[src/rtl/rv32i_types.sv]
// Shared RV32I core types: width constants, compare-op encodings and the
// branch unit's opcode and result packet.
package rv32i_types;

   localparam int XLEN          = 32;
   localparam int ROB_IDX_W_DEF = 5;
   localparam int PHYS_W_DEF    = 6;

   // funct3 encodings of the conditional branches
   localparam logic [2:0] CMP_EQ  = 3'b000;
   localparam logic [2:0] CMP_NE  = 3'b001;
   localparam logic [2:0] CMP_LT  = 3'b100;
   localparam logic [2:0] CMP_GE  = 3'b101;
   localparam logic [2:0] CMP_LTU = 3'b110;
   localparam logic [2:0] CMP_GEU = 3'b111;

   typedef enum logic [1:0] {
      BR_BR   = 2'd0,
      BR_JAL  = 2'd1,
      BR_JALR = 2'd2
   } br_op_t;

   typedef struct packed {
      logic [ROB_IDX_W_DEF-1:0] rob_idx;
      logic [PHYS_W_DEF-1:0]    pd;
      logic                     rd_we;
      logic [XLEN-1:0]          rd_v;
      logic                     taken;
      logic [XLEN-1:0]          next_pc;
      logic                     mispredict;
   } br_res_t;

endpackage

[src/rtl/br_fu_cmp.sv]
// Branch comparator: evaluates a funct3 condition on two operands.
// Reserved encodings (010/011) and an invalid request both yield not-taken.
module cmp
   import rv32i_types::*;
(
   input  logic            valid,
   input  logic [2:0]      cmpop,
   input  logic [XLEN-1:0] a,
   input  logic [XLEN-1:0] b,
   output logic            br_en
);

   logic res;

   always_comb begin
      res = 1'b0;
      case (cmpop)
         CMP_EQ:  res = (a == b);
         CMP_NE:  res = (a != b);
         CMP_LT:  res = ($signed(a) <  $signed(b));
         CMP_GE:  res = ($signed(a) >= $signed(b));
         CMP_LTU: res = (a <  b);
         CMP_GEU: res = (a >= b);
         default: res = 1'b0;
      endcase
      br_en = valid && res;
   end

endmodule

[src/rtl/br_fu.sv]
// Branch functional unit: resolves direction/target/link for one issued
// branch or jump per cycle and queues results in a 2-entry FIFO.
module br_fu
   import rv32i_types::*;
#(
   parameter int ROB_IDX_W = ROB_IDX_W_DEF,
   parameter int PHYS_W    = PHYS_W_DEF
)(
   input  logic                 clk,
   input  logic                 rst_n,
   input  logic                 flush,
   input  logic                 in_valid,
   output logic                 in_ready,
   input  logic [1:0]           in_op,
   input  logic [2:0]           in_cmpop,
   input  logic [31:0]          in_pc,
   input  logic [31:0]          in_rs1_v,
   input  logic [31:0]          in_rs2_v,
   input  logic [31:0]          in_imm,
   input  logic                 in_pred_taken,
   input  logic [31:0]          in_pred_target,
   input  logic [ROB_IDX_W-1:0] in_rob_idx,
   input  logic [PHYS_W-1:0]    in_pd,
   input  logic                 in_rd_we,
   output logic                 out_valid,
   input  logic                 out_ready,
   output logic [ROB_IDX_W-1:0] out_rob_idx,
   output logic [PHYS_W-1:0]    out_pd,
   output logic                 out_rd_we,
   output logic [31:0]          out_rd_v,
   output logic                 out_taken,
   output logic [31:0]          out_next_pc,
   output logic                 out_mispredict
);

   logic        cmp_taken;
   logic        is_jal;
   logic        is_jalr;
   logic        taken;
   logic [31:0] target;
   logic [31:0] pc_plus4;
   br_res_t     res;

   cmp u_cmp (
      .valid (in_valid),
      .cmpop (in_cmpop),
      .a     (in_rs1_v),
      .b     (in_rs2_v),
      .br_en (cmp_taken)
   );

   // op 3 is illegal and falls through to the conditional-branch path
   always_comb begin
      is_jal   = (in_op == BR_JAL);
      is_jalr  = (in_op == BR_JALR);
      taken    = (is_jal || is_jalr) ? 1'b1 : cmp_taken;
      pc_plus4 = in_pc + 32'd4;
      target   = is_jalr ? ((in_rs1_v + in_imm) & ~32'h1) : (in_pc + in_imm);

      res            = '0;
      res.rob_idx    = in_rob_idx;
      res.pd         = in_pd;
      res.rd_we      = (is_jal || is_jalr) ? in_rd_we : 1'b0;
      res.rd_v       = (is_jal || is_jalr) ? pc_plus4 : 32'd0;
      res.taken      = taken;
      res.next_pc    = taken ? target : pc_plus4;
      res.mispredict = (taken != in_pred_taken) || (taken && (target != in_pred_target));
   end

   br_res_t    mem_q [2];
   br_res_t    mem_d [2];
   logic       wptr_q, wptr_d;
   logic       rptr_q, rptr_d;
   logic [1:0] cnt_q, cnt_d;
   logic       out_valid_q, out_valid_d;
   br_res_t    out_q, out_d;
   logic       push;
   logic       pop;

   assign in_ready = (cnt_q != 2'd2);

   // The output register holds the head as it will be after this edge,
   // zeroed when the FIFO will be empty.
   always_comb begin
      push     = in_valid && in_ready && !flush;
      pop      = (cnt_q != 2'd0) && out_ready && !flush;
      mem_d[0] = mem_q[0];
      mem_d[1] = mem_q[1];
      wptr_d   = wptr_q;
      rptr_d   = rptr_q;
      cnt_d    = cnt_q;
      if (push) begin
         mem_d[wptr_q] = res;
         wptr_d        = ~wptr_q;
      end
      if (pop) begin
         rptr_d = ~rptr_q;
      end
      if (push && !pop) begin
         cnt_d = cnt_q + 2'd1;
      end else if (pop && !push) begin
         cnt_d = cnt_q - 2'd1;
      end
      if (flush) begin
         wptr_d = 1'b0;
         rptr_d = 1'b0;
         cnt_d  = 2'd0;
      end
      out_valid_d = (cnt_d != 2'd0);
      out_d       = out_valid_d ? mem_d[rptr_d] : '0;
   end

   always_ff @(posedge clk or negedge rst_n) begin
      if (!rst_n) begin
         wptr_q      <= 1'b0;
         rptr_q      <= 1'b0;
         cnt_q       <= 2'd0;
         out_valid_q <= 1'b0;
         out_q       <= '0;
      end else begin
         wptr_q      <= wptr_d;
         rptr_q      <= rptr_d;
         cnt_q       <= cnt_d;
         out_valid_q <= out_valid_d;
         out_q       <= out_d;
      end
   end

   always_ff @(posedge clk) begin
      mem_q[0] <= mem_d[0];
      mem_q[1] <= mem_d[1];
   end

   assign out_valid      = out_valid_q;
   assign out_rob_idx    = out_q.rob_idx;
   assign out_pd         = out_q.pd;
   assign out_rd_we      = out_q.rd_we;
   assign out_rd_v       = out_q.rd_v;
   assign out_taken      = out_q.taken;
   assign out_next_pc    = out_q.next_pc;
   assign out_mispredict = out_q.mispredict;

endmodule

[config.mk]
export PLATFORM = sky130hd
export DESIGN_NAME = br_fu
export DESIGN_NICKNAME = d
export VERILOG_FILES = /design/src/rtl/rv32i_types.sv /design/src/rtl/br_fu_cmp.sv /design/src/rtl/br_fu.sv
export SDC_FILE = /design/constraint.sdc
export NUM_CORES = 1
export LEC_CHECK = 0
export CORE_AREA = 2 2 177 179
export CTS_CLUSTER_DIAMETER = 200
export DETAILED_ROUTE_END_ITERATION = 6
export DIE_AREA = 0 0 179 181
export PLACE_DENSITY = 0.77
export SLEW_MARGIN = 20
export SYNTH_ARGS = -nofsm -noshare
export SYNTH_HDL_FRONTEND = slang
export SYNTH_HIERARCHICAL = 1
export SYNTH_SLANG_ARGS = --single-unit
[constraint.sdc]
create_clock -name clk -period 3.13 [get_ports clk]
set_input_delay 0.626 -clock clk [delete_from_list [all_inputs] [get_ports clk]]
set_output_delay 0.626 -clock clk [all_outputs]
set_load 0.01 [all_outputs]
==> flow_metrics.py, run 1 <==
metrics = {
    "final_layout": {
        "diodes": 0,
        "final_cells": 2952,
        "fin_nets": 2823,
        "drive_above_1_share": 0.304,
        "area_growth_pct": 53.8,
    },
    "synth": {
        "async_flop_share": 0.347,
        "syn_inst": 1871,
        "ys_seq_area_frac": 0.347,
        "syn_area_um2": 15000,
        "yosysTopAreaCellShare": 0.208,
        "yosysWarnings": 6,
        "synthTopCellsByCount": "nand2_1 (378), nor2_1 (158), dfxtp_1 (156)",
        "synth_edf_count": 0,
        "synth_cell_type_count": 87,
        "synth-main-ff-cell": "dfxtp_1",
        "synth.largest_area_cell": "dfxtp_1",
        "avgSynthCellArea_um2": 8.01,
        "yosys-top-cells-area": "dfxtp_1 (21%), dfrtp_1 (14%), nand2_1 (9.5%), ha_1 (8.1%), a21oi_1 (5.1%)",
        "yosysMostFrequentCell": "nand2_1",
        "syn_nets": 2153,
        "synth_seq_cells": 239,
    },
    "route": {
        "routed-via-count": 16800,
        "vias_per_cell": 5.69,
        "wl_met3_um": 4160,
        "wire_per_inst_um": 18.9,
        "wirelength_met1_um": 21900,
        "top_layer_used": "met4",
        "first_pass_iters": 5,
        "drtAntennaViolNets": 0,
        "first_iter_violations": 1280,
        "routed_wl_um": 55900,
        "route.met2.wl_um": 27500,
        "route.detailed.drc": 0,
    },
    "place": {
        "place_inst": 2894,
        "gp_congestion": 0.978,
        "port_buffers": 262,
        "hpwlAfterDp_um": 42400,
    },
    "timing": {
        "finClkSkew_ns": 0.0175,
        "min_period_over_period": 1.38,
        "worst_slack_ns": -1.20,
        "setup_violations": 102,
        "holdWs_ns": 0.276,
        "timing.fmax_mhz": 231,
        "fin_crit_ns": 4.33,
        "slew_viol_final": 0,
        "worstMarginPinSlew_ns": 0.998,
        "hold_violations": 0,
        "rsz0062_at_grt": "yes",
        "max_slew_margin": 0.333,
    },
    "clocking": {
        "cts.clk_slew.worst_paths_ns": 0.07,
        "clockRootBuffer": "clkbuf_16",
        "cts_buffer_depth": 3,
        "cts.sinks": 239,
        "cts_buffers": 21,
        "clock_latency_ns": 0.50,
        "cts_tree": "yes",
        "ctsHtreeMaxLevel": 1,
    },
    "run_status": {
        "violations": "setup timing",
        "outcome": "finished, violations left",
    },
    "power": {
        "pwr-share-seq": 0.335,
        "combPwrFrac": 0.471,
        "clock_power_share": 0.194,
        "leakagePower_uw": 0.0102,
        "p_int_uw": 9120,
        "p_switching_uw": 5190,
        "power_density_nw_per_um2": 621,
        "switching_share": 0.362,
        "irDropWorstVdd_uv": 460,
    },
    "worst_setup_path": {
        "path_class": "primary input to flop",
        "cp-startpoint": "in_rs2_v[23]",
        "ff2ff_path_depth": 11,
        "r2r-end": "out_next_pc[29]$_DFF_PN0_",
        "rrSetupSlack_ns": 0.31,
        "required_ns": 3.50,
        "path_max_fanout": 3,
        "arrival_ns": 4.70,
        "r2r_start": "cnt_q[0]$_DFF_PN0_",
        "start_kind": "primary input",
        "end_kind": "flop",
    },
    "floorplanning": {
        "start_util": 0.494,
        "pin_count": 263,
        "die_w_um": 179,
        "core_area_um2": 30300,
        "die_h_um": 181,
        "rows": 64,
        "die_area_um2": 32400,
    },
    "global_route": {
        "grt_pass1_vias": 17000,
        "gr-total-overflow": 0,
        "grtUsageTotal": 0.337,
        "antenna_found_initial": 0,
        "grt_max_degree": 77,
        "grt_pass1_wl_um": 87100,
    },
    "hold_path": {
        "min_path_type": "primary input to async pin",
    },
    "run": {
        "cap_violations": 0,
    },
}
cell families (layout without fill, tap and decap cells):
kind of cell / Yosys count / in the layout / synth area share
AOI/OAI and AO/OA: 481 / 481 / 0.203
and+or+nand+nor: 719 / 719 / 0.210
xor gates and xnor gates: 129 / 129 / 0.0792
muxes: 50 / 50 / 0.0369
buffers and inverters: 153 / 838 / 0.0395
DFF: 239 / 239 / 0.347
adders and majority gates: 100 / 100 / 0.0843
cell type report:
class,count,area (um2)
multi-input cells,1479,10100
fillers,2096,7310
repair buffers,752,6250
flip-flops and latches,239,5200
clock buffers,30,652
well taps,396,495
inverters,48,198
clock inverters,8,104
metrics by stage:
step	TNS, ns	util	setup slack, ns	power [uW]	cell area, um2
after CTS	-40.54	0.758	-1.12	14200	23000
after detailed placement	-131.68	0.708	-2.24	11100	21500
final	-71.56	0.759	-1.20	14300	23000
after global placement	-118.90	0.708	-2.08	10800	21500
after global routing	-97.18	0.759	-1.40	15100	23000
after floorplan	-21.74	-	-1.04	8020	15100
critical path: stages:
cell and delay (ns):
buf_2 0.10, inv_2 0.06, ha_4 0.20, buf_4 0.13, a211oi_1 0.27, o21ai_0 0.16, a22oi_2 0.23, nand2_1 0.16
or3_1 0.38, a32oi_1 0.21, buf_4 0.16, nand2b_4 0.12, nand2_2 0.05, nor3_2 0.10, o221ai_1 0.13, a2111o_1 0.35
a2111oi_4 0.22, nand4_1 0.20, nor4_2 0.34, a41oi_2 0.19, mux2i_1 0.22, a211oi_1 0.10
power by group through the flow:
stage,combinational (uW),sequential (uW),clock (uW)
2_1_floorplan,3110,4910,0
3_3_place_gp,6050,4780,0
3_5_place_dp,6270,4840,0
4_1_cts,6600,4800,2790
5_1_grt,7270,4910,2910
6_report,6730,4800,2770
worst max-delay path by stage:
| stage | to | slack [ns] | cells after the start |
|---|---|---|---|
| floorplan | out_mispredict$_DFF_PN0_ | -1.04 | 19 |
| global placement | out_mispredict$_DFF_PN0_ | -2.08 | 21 |
| detailed placement | out_mispredict$_DFF_PN0_ | -2.24 | 21 |
| CTS | out_mispredict$_DFF_PN0_ | -1.12 | 21 |
| global route | out_mispredict$_DFF_PN0_ | -1.40 | 21 |
| finish | out_mispredict$_DFF_PN0_ | -1.20 | 22 |
layer usage:
layer / up-vias / global-route usage
li1: 7906 / -
met1: 7937 / 0.409
met2: 803 / 0.600
met4: 0 / 0.129
met3: 141 / 0.0406
met5: - / 0
layout by cell type (no fill, tap or decap), drive strengths merged, types with 8 or more instances in the layout:
| master | instances |
|---|---|
| buf | 530 |
| nand2 | 378 |
| clkdlybuf4s50 | 181 |
| nor2 | 159 |
| a21oi | 158 |
| dfxtp | 156 |
| o21ai | 136 |
| ha | 97 |
| dfrtp | 83 |
| xor2 | 67 |
| xnor2 | 58 |
| inv | 50 |
| o31ai | 49 |
| nor3 | 45 |
| clkbuf | 38 |
| mux2 | 32 |
| nand4 | 32 |
| nand3 | 28 |
| dlygate4sd2 | 18 |
| mux2i | 18 |
| a211oi | 18 |
| o21bai | 15 |
| a21o | 15 |
| nor4 | 15 |
| clkdlybuf4s15 | 15 |
| o211ai | 12 |
| nand2b | 12 |
| and3 | 10 |
| o21a | 9 |
| or2 | 8 |
sequential cells by signal, indices dropped and copies added (netlist names):
name / flops
out_taken: 1
cnt_q: 2
wptr_q: 1
out_rob_idx: 5
out_mispredict: 1
out_valid: 1
mem_q: 156
out_rd_v: 32
out_pd: 6
out_rd_we: 1
rptr_q: 1
out_next_pc: 32
timing repair:
item                                    4_1_cts  5_1_grt
buffers inserted                             19        2
hold buffers                                  0        0
gates resized for setup                     370       30
pin swaps                                    65       14
endpoints found under the setup margin      102      104
No activity file was read; power rests on OpenSTA's default activity.
==> inputs of run 2 (changes only) <==
SLEW_MARGIN = 0   (was 20)
==> results of run 2 <==
The final DEF is identical to that of run 1; final timing and power are the same.
==> inputs of run 3 (changes only) <==
CTS_CLUSTER_DIAMETER = 50   (was 200)
SLEW_MARGIN = 20   (was 0)
==> results of run 3 <==
The final DEF is identical to that of run 1; final timing and power are the same.
